[src/rtl/riscv_csr_pkg.sv]
// riscv_csr_pkg: machine-mode CSR addresses, interrupt codes, mstatus bit positions
// and the trap sequencer state encoding.
package riscv_csr_pkg;
   localparam logic [11:0] CSR_MSTATUS = 12'h300;
   localparam logic [11:0] CSR_MTVEC   = 12'h305;
   localparam logic [11:0] CSR_MEPC    = 12'h341;
   localparam logic [11:0] CSR_MCAUSE  = 12'h342;
   localparam logic [11:0] CSR_MTVAL   = 12'h343;
   localparam logic [3:0]  IRQ_MSI     = 4'd3;
   localparam logic [3:0]  IRQ_MTI     = 4'd7;
   localparam logic [3:0]  IRQ_MEI     = 4'd11;
   localparam int          MSTATUS_MIE  = 3;
   localparam int          MSTATUS_MPIE = 7;
   typedef enum logic [2:0] {IDLE, T_EPC, T_CAUSE, T_TVAL, T_STAT, T_VEC, M_STAT, M_EPC} trap_state_t;
endpackage

[src/rtl/irq_prio_enc.sv]
// irq_prio_enc: picks the highest-priority pending machine interrupt (MEI > MSI > MTI).
module irq_prio_enc
   import riscv_csr_pkg::*;
(
   input  logic [2:0] irq_pend_i,
   output logic       any_o,
   output logic [3:0] code_o
);
   assign any_o  = |irq_pend_i;
   assign code_o = irq_pend_i[2] ? IRQ_MEI : irq_pend_i[0] ? IRQ_MSI : irq_pend_i[1] ? IRQ_MTI : 4'd0;
endmodule

[src/rtl/trap_sequencer.sv]
// trap_sequencer: arbitrates the single CSR port between Zicsr accesses and the
// multi-cycle trap entry / MRET sequences, and issues the resulting PC redirect.
module trap_sequencer
   import riscv_csr_pkg::*;
#(
   parameter int XLEN        = 32,
   parameter bit VECTORED_EN = 1'b1
) (
   input  logic            ctrl_clk,
   input  logic            ctrl_reset_n,
   input  logic            exc_valid,
   input  logic [3:0]      exc_cause,
   input  logic [XLEN-1:0] exc_pc,
   input  logic [XLEN-1:0] exc_tval,
   input  logic            mret_valid,
   input  logic [2:0]      irq_pend,
   input  logic            ins_req,
   input  logic [11:0]     ins_addr,
   input  logic [XLEN-1:0] ins_wdata,
   input  logic            ins_wen,
   output logic            ins_gnt,
   output logic [XLEN-1:0] ins_rdata,
   output logic [11:0]     csr_addr,
   output logic [XLEN-1:0] csr_wdata,
   output logic            csr_wen,
   input  logic [XLEN-1:0] csr_rdata,
   input  logic            ctrl_mie,
   output logic            busy,
   output logic            redir_valid,
   output logic [XLEN-1:0] redir_pc
);
   trap_state_t     state_q, state_d;
   logic [XLEN-1:0] epc_q, epc_d, mcause_q, mcause_d, tval_q, tval_d;
   logic            irq_any, irq_evt, any_evt, vec_mode;
   logic [3:0]      irq_code;
   logic [XLEN-1:0] base;

   irq_prio_enc u_enc (
      .irq_pend_i (irq_pend),
      .any_o      (irq_any),
      .code_o     (irq_code)
   );

   assign irq_evt  = ctrl_mie && irq_any;
   assign any_evt  = exc_valid || mret_valid || irq_evt;
   assign base     = {csr_rdata[XLEN-1:2], 2'b00};
   assign vec_mode = VECTORED_EN && (csr_rdata[1:0] == 2'b01) && mcause_q[XLEN-1];

   always_comb begin
      state_d     = state_q;
      epc_d       = epc_q;
      mcause_d    = mcause_q;
      tval_d      = tval_q;
      ins_gnt     = 1'b0;
      ins_rdata   = '0;
      csr_addr    = '0;
      csr_wdata   = '0;
      csr_wen     = 1'b0;
      busy        = state_q != IDLE;
      redir_valid = 1'b0;
      redir_pc    = '0;
      case (state_q)
         IDLE: begin
            busy = any_evt;
            if (exc_valid) begin
               epc_d    = exc_pc;
               mcause_d = XLEN'(exc_cause);
               tval_d   = exc_tval;
               state_d  = T_EPC;
            end else if (mret_valid) begin
               state_d = M_STAT;
            end else if (irq_evt) begin
               epc_d    = exc_pc;
               mcause_d = {1'b1, (XLEN-1)'(irq_code)};
               tval_d   = '0;
               state_d  = T_EPC;
            end else if (ins_req) begin
               ins_gnt   = 1'b1;
               csr_addr  = ins_addr;
               csr_wen   = ins_wen;
               csr_wdata = ins_wdata;
               ins_rdata = csr_rdata;
            end
         end
         T_EPC: begin
            csr_wen   = 1'b1;
            csr_addr  = CSR_MEPC;
            csr_wdata = epc_q & ~XLEN'(3);
            state_d   = T_CAUSE;
         end
         T_CAUSE: begin
            csr_wen   = 1'b1;
            csr_addr  = CSR_MCAUSE;
            csr_wdata = mcause_q;
            state_d   = T_TVAL;
         end
         T_TVAL: begin
            csr_wen   = 1'b1;
            csr_addr  = CSR_MTVAL;
            csr_wdata = tval_q;
            state_d   = T_STAT;
         end
         // read-modify-write of mstatus within one cycle: MPIE <= MIE, MIE <= 0
         T_STAT: begin
            csr_wen                 = 1'b1;
            csr_addr                = CSR_MSTATUS;
            csr_wdata               = csr_rdata;
            csr_wdata[MSTATUS_MPIE] = csr_rdata[MSTATUS_MIE];
            csr_wdata[MSTATUS_MIE]  = 1'b0;
            state_d                 = T_VEC;
         end
         T_VEC: begin
            csr_addr    = CSR_MTVEC;
            redir_valid = 1'b1;
            redir_pc    = vec_mode ? base + (XLEN'(mcause_q[3:0]) << 2) : base;
            state_d     = IDLE;
         end
         M_STAT: begin
            csr_wen                 = 1'b1;
            csr_addr                = CSR_MSTATUS;
            csr_wdata               = csr_rdata;
            csr_wdata[MSTATUS_MIE]  = csr_rdata[MSTATUS_MPIE];
            csr_wdata[MSTATUS_MPIE] = 1'b1;
            state_d                 = M_EPC;
         end
         M_EPC: begin
            csr_addr    = CSR_MEPC;
            redir_valid = 1'b1;
            redir_pc    = base;
            state_d     = IDLE;
         end
         default: state_d = IDLE;
      endcase
   end

   always_ff @(posedge ctrl_clk or negedge ctrl_reset_n) begin
      if (!ctrl_reset_n) begin
         state_q  <= IDLE;
         epc_q    <= '0;
         mcause_q <= '0;
         tval_q   <= '0;
      end else begin
         state_q  <= state_d;
         epc_q    <= epc_d;
         mcause_q <= mcause_d;
         tval_q   <= tval_d;
      end
   end
endmodule

[config.mk]
export PLATFORM = sky130hd
export DESIGN_NAME = trap_sequencer
export DESIGN_NICKNAME = d
export VERILOG_FILES = /design/src/rtl/riscv_csr_pkg.sv /design/src/rtl/irq_prio_enc.sv /design/src/rtl/trap_sequencer.sv
export SDC_FILE = /design/constraint.sdc
export NUM_CORES = 1
export LEC_CHECK = 0
export CORE_UTILIZATION = 39
export CTS_CLUSTER_SIZE = 14
export DETAILED_ROUTE_END_ITERATION = 7
export PLACE_DENSITY = 0.81
export RECOVER_POWER = 100
export SYNTH_ARGS = -nofsm -noshare
export SYNTH_HDL_FRONTEND = slang
export SYNTH_SLANG_ARGS = --single-unit
export TNS_END_PERCENT = 20
[constraint.sdc]
create_clock -name ctrl_clk -period 3.7 [get_ports ctrl_clk]
set_input_delay 0.925 -clock ctrl_clk [delete_from_list [all_inputs] [get_ports ctrl_clk]]
set_output_delay 0.925 -clock ctrl_clk [all_outputs]
set_load 0.1 [all_outputs]
==> qor.csv, run 1 <==
stage,metric,value,unit
clocking,clock sinks,70,
yosys,warning count from the yosys run,0,
sta,final slew viol count,43,
clocking,CTS root buffer,clkbuf_16,
worst_setup_path,crit-path max cell delay,0.46,ns
clocking,clock insertion delay at the later pin of the skew report,0.32,ns
worst_setup_path,worst r2r path cells,5,
yosys,prevailing post-synth register cell,dfrtp_1,
worst_setup_path,"Slowest-stage cell, CP",clkdlybuf4s50_1,
yosys,post-synth top area cell,dfrtp_1,
yosys,Seq cells post-synth,70,
layout,n_diodes,0,
grt,initial antenna violation count,1,
route,WL/cell,20.95,um
die,height of the die,112.6,um
layout,most frequent cells in the layout,"clkdlybuf4s50_1 (124), buf_12 (113), buf_4 (77)",
yosys,sequential share of the synthesized area,36.74,%
worst_setup_path,Worst path depth,9,
route,Post-Route WL,20.59,mm
clocking,TritonCTS clock tree,yes,
worst_setup_path,Crit path max-delay family,buffers and inverters,
sta,f_max,271.0,MHz
layout,layout cell share with drive strength beyond 1,35.77,%
route,DR pass1 iterations,5,
layout,nets,990,
worst_hold_path,HP Class,reg -> reg,
die,Core Area,11960,um2
grt,Global Route Usage Sum,32.60,%
worst_setup_path,crit path kind,in -> out,
clocking,CTS HTree Levels,3,
power,Power per Cell Area,906.1,nW/um2
grt,first-pass GRT wire length,31.38,mm
die,Die Span X,112.6,um
power,Leak,4.188,nW
worst_setup_path,critical path peak fanout,15,
sta,final worst slack,0.009876,ns
place,DPL Wire Length,16.03,mm
die,row cnt,40,
sta,Final Hold Viols,0,
worst_setup_path,CP endpoint kind,primary output,
worst_setup_path,CP cell instances,clkdlybuf4s50_1 -> nor2_2 -> nand3_2 -> nor4_4 -> buf_4 -> buf_12 -> nand2_1 -> o21ai_0 -> bufbuf_16,
clocking,TritonCTS buffer count,9,
outcome,failing checks,"max-capacitance violations, max-slew violations",
place,Placement Setup Slack,-0.4428,ns
yosys,ys async rst share,100.0,%
yosys,Syn Inst Count,510,
layout,"most common cell after layout, fill and taps aside",clkdlybuf4s50_1,
worst_setup_path,crit path DAT,2.77,ns
die,I/O pin total,266,
die,Die ar.,12670,um2
place,I/O Buffers,261,
yosys,Yosys cell types,55,
yosys,synth top area cells,"dfrtp_1 (37%), mux2_2 (7.1%), mux2i_1 (6.7%)",
layout,area growth from synthesis to layout,105.5,%
grt,total gr overflow,0,
route,Vias/cell,5.606,
job,max_cap viols,1,
sta,clk_skew,0.008749,ns
outcome,outcome,finished with violations,
sta,RSZ-0062 raised after global routing,true,
die,initial core utilization,39.86,%
worst_setup_path,reg2reg setup slack,1.00,ns
yosys,share of the synthesized area in the top cell type,36.74,%
clocking,Clock Tree Buf Depth,2,
route,Post-DRT Antenna Nets,0,
route,DRC viols,0,
clocking,Hold Buf Count CTS,0,
worst_setup_path,Startpoint Class,input port,
sta,worst-margin pin slew,2.130,ns
yosys,per-instance average area after synthesis,9.350,um2
route,via count,5511,
sta,Hold Worst Slack,0.5030,ns
place,routability cong.,1.002,
worst_setup_path,"Buf+Inv Stages, Crit Path",4,
yosys,Post-synth EDFFs,0,
yosys,mapped cell area,4768,um2
sta,post-route minimum period,3.690,ns
worst_setup_path,Worst Path Required,2.77,ns
sta,Final period util,99.73,%
worst_hold_path,Worst Hold Depth,1,
grt,largest net degree at the start of global routing,51,
route,Iteration-0 DRC Markers,480,
clocking,Clock transition at path regs,0.05,ns
sta,# setup viols final,0,
grt,vias in the first global route,5561,
layout,final core occ,81.90,%
sta,Relative slew margins,-42.01,%
power,VDD IR max,0.4637,mV
## report_power, final
| group | internal [W] | switching, W |
|---|---|---|
| combinational | 0.00251 | 0.00409 |
| sequential | 0.00114 | 0.000270 |
| clock | 0.000561 | 0.000310 |
| total | 0.00420 | 0.00467 |
## state kept, by name, indices dropped and copies added (netlist names)
name	flops
epc_q	30
mcause_q	5
tval_q	32
state_q	3
## synthesized netlist by cell type (all sizes together) (2+ instances only)
master  count
dfrtp      70
nor2       68
and2       43
a22o       32
mux2i      32
a221o      30
mux2       30
clkbuf     26
nand2      23
xor2       18
a21oi      17
buf        15
o21ai      15
nand3      13
nand4      10
inv         9
nor2b       6
xnor2       6
nor4        5
and3        4
ha          4
or3         4
nand2b      3
nor3        3
o31ai       3
a211oi      2
a21o        2
and4        2
## worst paths after layout
kind,start,end
max in group asynchronous,ctrl_reset_n,epc_q[17]$_DFFE_PN0P_
hold / removal,epc_q[10]$_DFFE_PN0P_,epc_q[10]$_DFFE_PN0P_
min in group asynchronous,ctrl_reset_n,tval_q[6]$_DFFE_PN0P_
hold reg to reg,epc_q[10]$_DFFE_PN0P_,epc_q[10]$_DFFE_PN0P_
setup / recovery,mret_valid,csr_addr[2]
setup reg to reg,state_q[1]$_DFFE_PN0P_,epc_q[23]$_DFFE_PN0P_
## area by class of cell
| type | instances | area [um2] |
|---|---|---|
| multi-input cells | 390 | 3094 |
| clock inverters | 4 | 55.05 |
| clock buffers | 12 | 256.5 |
| inverters | 10 | 37.54 |
| flip-flops and latches | 70 | 1753 |
| fillers | 692 | 2165 |
| well taps | 147 | 183.9 |
| repair buffers | 350 | 4417 |
## layer usage
layer	wire length (um)	vias to the layer above	global-route usage, %
met5	18	-	0
met4	937	2	15.73
met3	1582	61	5.454
met2	10340	295	57.49
met1	7712	2660	38.49
li1	-	2493	-
## cells by family (layout without fill, tap and decap cells)
logic type | after synthesis | in the layout | synth area share, %
AO/OA/AOI/OAI | 108 | 108 | 17.92
XOR/XNOR | 24 | 24 | 4.408
adder cells (fa/ha/maj) | 5 | 5 | 1.469
buffers and inverters | 51 | 376 | 4.749
flip-flops | 70 | 70 | 36.74
multiplexers | 62 | 62 | 13.80
other | 1 | 2 | 0.07864
AND/OR/NAND/NOR | 189 | 189 | 20.83
## through the flow
step | cell area (um2) | power, W | cells | setup TNS [ns]
after floorplan | 4883 | 0.005431 | 511 | -13.54
after global placement | 9208 | 0.007711 | 953 | -7.639
after detailed placement | 9208 | 0.007830 | 953 | -14.32
after CTS | 9761 | 0.008854 | 979 | -0.01966
after global routing | 9797 | 0.009169 | 983 | -0.1737
final | 9797 | 0.008877 | 983 | 0
## timing repair
item | 4_1_cts | 5_1_grt
resized for setup | 72 | 16
gates cloned | 1 | 0
setup endpoints to repair | 99 | 82
setup buffers | 9 | 4
pin swaps | 23 | 15
## worst register-to-register path, stage by stage (launching register included)
cell and delay, ns:
dfrtp_2 0.48, buf_4 0.25, nor3_2 0.60, o21ai_4 0.12, clkbuf_2 0.61, mux2_2 0.52
(Power assumes the default switching activity.)
==> run 2, diff against run 1 <==
--- a/config.mk
+++ b/config.mk
@@ -5,12 +5,13 @@
 export SDC_FILE = /design/constraint.sdc
 export NUM_CORES = 1
 export LEC_CHECK = 0
-export CORE_UTILIZATION = 39
+export CORE_UTILIZATION = 40
 export CTS_CLUSTER_SIZE = 14
 export DETAILED_ROUTE_END_ITERATION = 7
 export PLACE_DENSITY = 0.81
 export RECOVER_POWER = 100
 export SYNTH_ARGS = -nofsm -noshare
 export SYNTH_HDL_FRONTEND = slang
+export SYNTH_HIERARCHICAL = 1
 export SYNTH_SLANG_ARGS = --single-unit
 export TNS_END_PERCENT = 20
==> qor.csv, run 2 <==
stage,metric,value,unit
layout,top flop regs,"tval_q x32, epc_q x30, mcause_q x5",
sta,RSZ-0062 raised after global routing,true,
clocking,TritonCTS buffer count,9,
sta,Final Hold Viols,0,
die,height of the die,114.4,um
sta,Relative slew margins,-32.22,%
sta,# setup viols final,100,
worst_setup_path,worst r2r path cells,6,
sta,clk_skew,0.003807,ns
layout,layout cell share with drive strength beyond 1,38.64,%
layout,max FFs per register,32,
layout,area growth from synthesis to layout,106.1,%
outcome,outcome,finished with violations,
layout,most frequent cells in the layout,"clkdlybuf4s50_1 (125), buf_12 (109), nand2_1 (106)",
yosys,Post-synth EDFFs,0,
layout,filler cell count,568,
yosys,synth top area cells,"dfrtp_1 (35%), nand2_1 (8.1%), mux2i_1 (7.9%)",
grt,total gr overflow,0,
route,via count,6741,
worst_hold_path,hold_sp,tval_q[27]$_DFFE_PN0P_,
yosys,share of the synthesized area in the top cell type,34.67,%
route,Post-Route WL,27.39,mm
power,Leak,4.511,nW
worst_setup_path,Worst Path Required,2.77,ns
yosys,mapped cell area,5052,um2
worst_hold_path,Worst Hold Depth,2,
clocking,CTS root buffer,clkbuf_16,
layout,Final Non-Filler Cells,1093,
clocking,TritonCTS clock tree,yes,
clocking,Clock transition at path regs,0.05,ns
clocking,clock sinks,70,
layout,nets,1078,
job,max_cap viols,2,
outcome,failing checks,"max-capacitance violations, max-slew violations, negative setup slack",
yosys,Seq cells post-synth,70,
worst_setup_path,crit path DAT,3.16,ns
yosys,ys async rst share,100.0,%
worst_setup_path,RR Startpoint,state_q[1]$_DFFE_PN0P_,
yosys,post-synth top area cell,dfrtp_1,
layout,"most common cell after layout, fill and taps aside",clkdlybuf4s50_1,
clocking,CTS HTree Levels,3,
sta,Hold Worst Slack,0.4629,ns
die,Die Span X,114.4,um
route,DR pass1 iterations,8,
power,Power per Cell Area,862.8,nW/um2
worst_setup_path,CP endpoint kind,primary output,
grt,first-pass GRT wire length,37.40,mm
route,Post-DRT Antenna Nets,0,
die,I/O pin total,266,
place,DPL Wire Length,17.28,mm
worst_setup_path,critical path peak fanout,3,
worst_hold_path,Hold EP,tval_q[27]$_DFFE_PN0P_,
worst_setup_path,FF-to-FF End,epc_q[29]$_DFFE_PN0P_,
yosys,warning count from the yosys run,6,
sta,final worst slack,-0.3870,ns
place,I/O Buffers,261,
die,Core Area,12160,um2
yosys,per-instance average area after synthesis,8.491,um2
yosys,most instantiated library cell after synthesis,nand2_1,
die,Die ar.,13080,um2
sta,worst-margin pin slew,1.983,ns
sta,Final period util,110.5,%
grt,initial antenna violation count,1,
route,Vias/cell,6.167,
layout,Largest Register,tval_q,
worst_setup_path,crit path kind,in -> out,
sta,post-route minimum period,4.087,ns
yosys,sequential share of the synthesized area,34.67,%
grt,vias in the first global route,6697,
route,DRC viols,0,
worst_hold_path,HP Class,reg -> reg,
route,Iteration-0 DRC Markers,713,
yosys,Post-synth top cells,"nand2_1 (109), dfrtp_1 (70), mux2i_1 (40)",
yosys,prevailing post-synth register cell,dfrtp_1,
clocking,Hold Buf Count CTS,0,
power,VDD IR max,0.3879,mV
route,WL/cell,25.06,um
place,routability cong.,0.9523,
place,dpl cells,1053,
die,row cnt,40,
worst_setup_path,Startpoint Class,input port,
yosys,Syn Inst Count,595,
sta,final slew viol count,74,
die,initial core utilization,41.54,%
clocking,clock insertion delay at the later pin of the skew report,0.33,ns
worst_setup_path,reg2reg setup slack,0.86,ns
yosys,Yosys cell types,55,
clocking,Clock Tree Buf Depth,2,
grt,Global Route Usage Sum,37.68,%
sta,f_max,244.7,MHz
grt,largest net degree at the start of global routing,73,
run 2: per-stage QoR:
step           total power (W)  cell area, um2  TNS, ns  worst slack (ns)  util [%]
2_1_floorplan         0.005412            5358   -18.61           -0.6043         -
3_5_place_dp          0.007841            9667   -26.14           -0.9237     79.49
4_1_cts               0.008789           10310   -12.56           -0.4249     84.78
5_1_grt               0.009243           10410   -19.39           -0.4927     85.61
6_report              0.008983           10410   -18.57           -0.3870     85.61
3_3_place_gp          0.007676            9667   -21.74           -0.8592     79.49
run 2: layer usage:
layer / up-vias / share of wire, % / track usage [%]
li1: 2778 / - / -
met1: 3199 / 34 / 43.95
met2: 576 / 47 / 62.95
met3: 188 / 11 / 8.576
met4: 0 / 8.1 / 23.38
met5: - / 0 / 0
run 2: area by class of cell:
class / count / area (um2) / share of cell area (%)
tap: 168 / 210.2 / 2.019
inverter: 9 / 37.54 / 0.3605
clock inverter: 1 / 5.005 / 0.04807
sequential: 70 / 1753 / 16.84
timing repair buffer: 362 / 4534 / 43.55
clock buffer: 15 / 267.8 / 2.572
multi-input combinational: 467 / 3601 / 34.59
antenna: 1 / 2.502 / 0.02404
run 2: worst max-delay path, stage by stage:
cell and delay [ns]:
buf_8 0.08, ha_4 0.14, inv_2 0.04, fa_2 0.34, nand2b_4 0.17, buf_6 0.12
a21o_4 0.21, buf_6 0.12, buf_6 0.12, nor4_4 0.36, mux2i_4 0.33, buf_12 0.20
run 2: report_power, final:
group | internal [W] | switching [W] | leakage [nW]
logic | 0.00245 | 0.00433 | 3.51
registers | 0.00113 | 0.000290 | 0.862
clock network | 0.000489 | 0.000290 | 0.134
run 2: repair_timing:
| action | in CTS | in global routing |
|---|---|---|
| pin swaps | 27 | 17 |
| gates cloned | 2 | 3 |
| resized for setup | 90 | 22 |
| setup buffers | 12 | 7 |
| setup endpoints to repair | 105 | 105 |
run 2: worst max-delay path by stage:
stage / from / endpoint / slack (ns) / depth (start not counted)
final: csr_rdata[2] / redir_pc[24] / -0.39 / 12
after global routing: csr_rdata[9] / redir_pc[17] / -0.49 / 8
after detailed placement: csr_rdata[2] / redir_pc[18] / -0.92 / 9
after floorplan: csr_rdata[5] / redir_pc[9] / -0.60 / 5
after CTS: csr_rdata[2] / redir_pc[18] / -0.42 / 9
after global placement: csr_rdata[2] / redir_pc[22] / -0.86 / 9
run 2: cells by family after synthesis:
logic type	count (synthesis)	synth area share (%)
and+or+nand+nor	286	28.63
AOI/OAI and AO/OA	98	14.17
muxes	74	15.50
DFF	70	34.67
buffers and inverters	59	5.225
adders and majority gates	5	1.387
xor gates and xnor gates	2	0.3468
other	1	0.07422
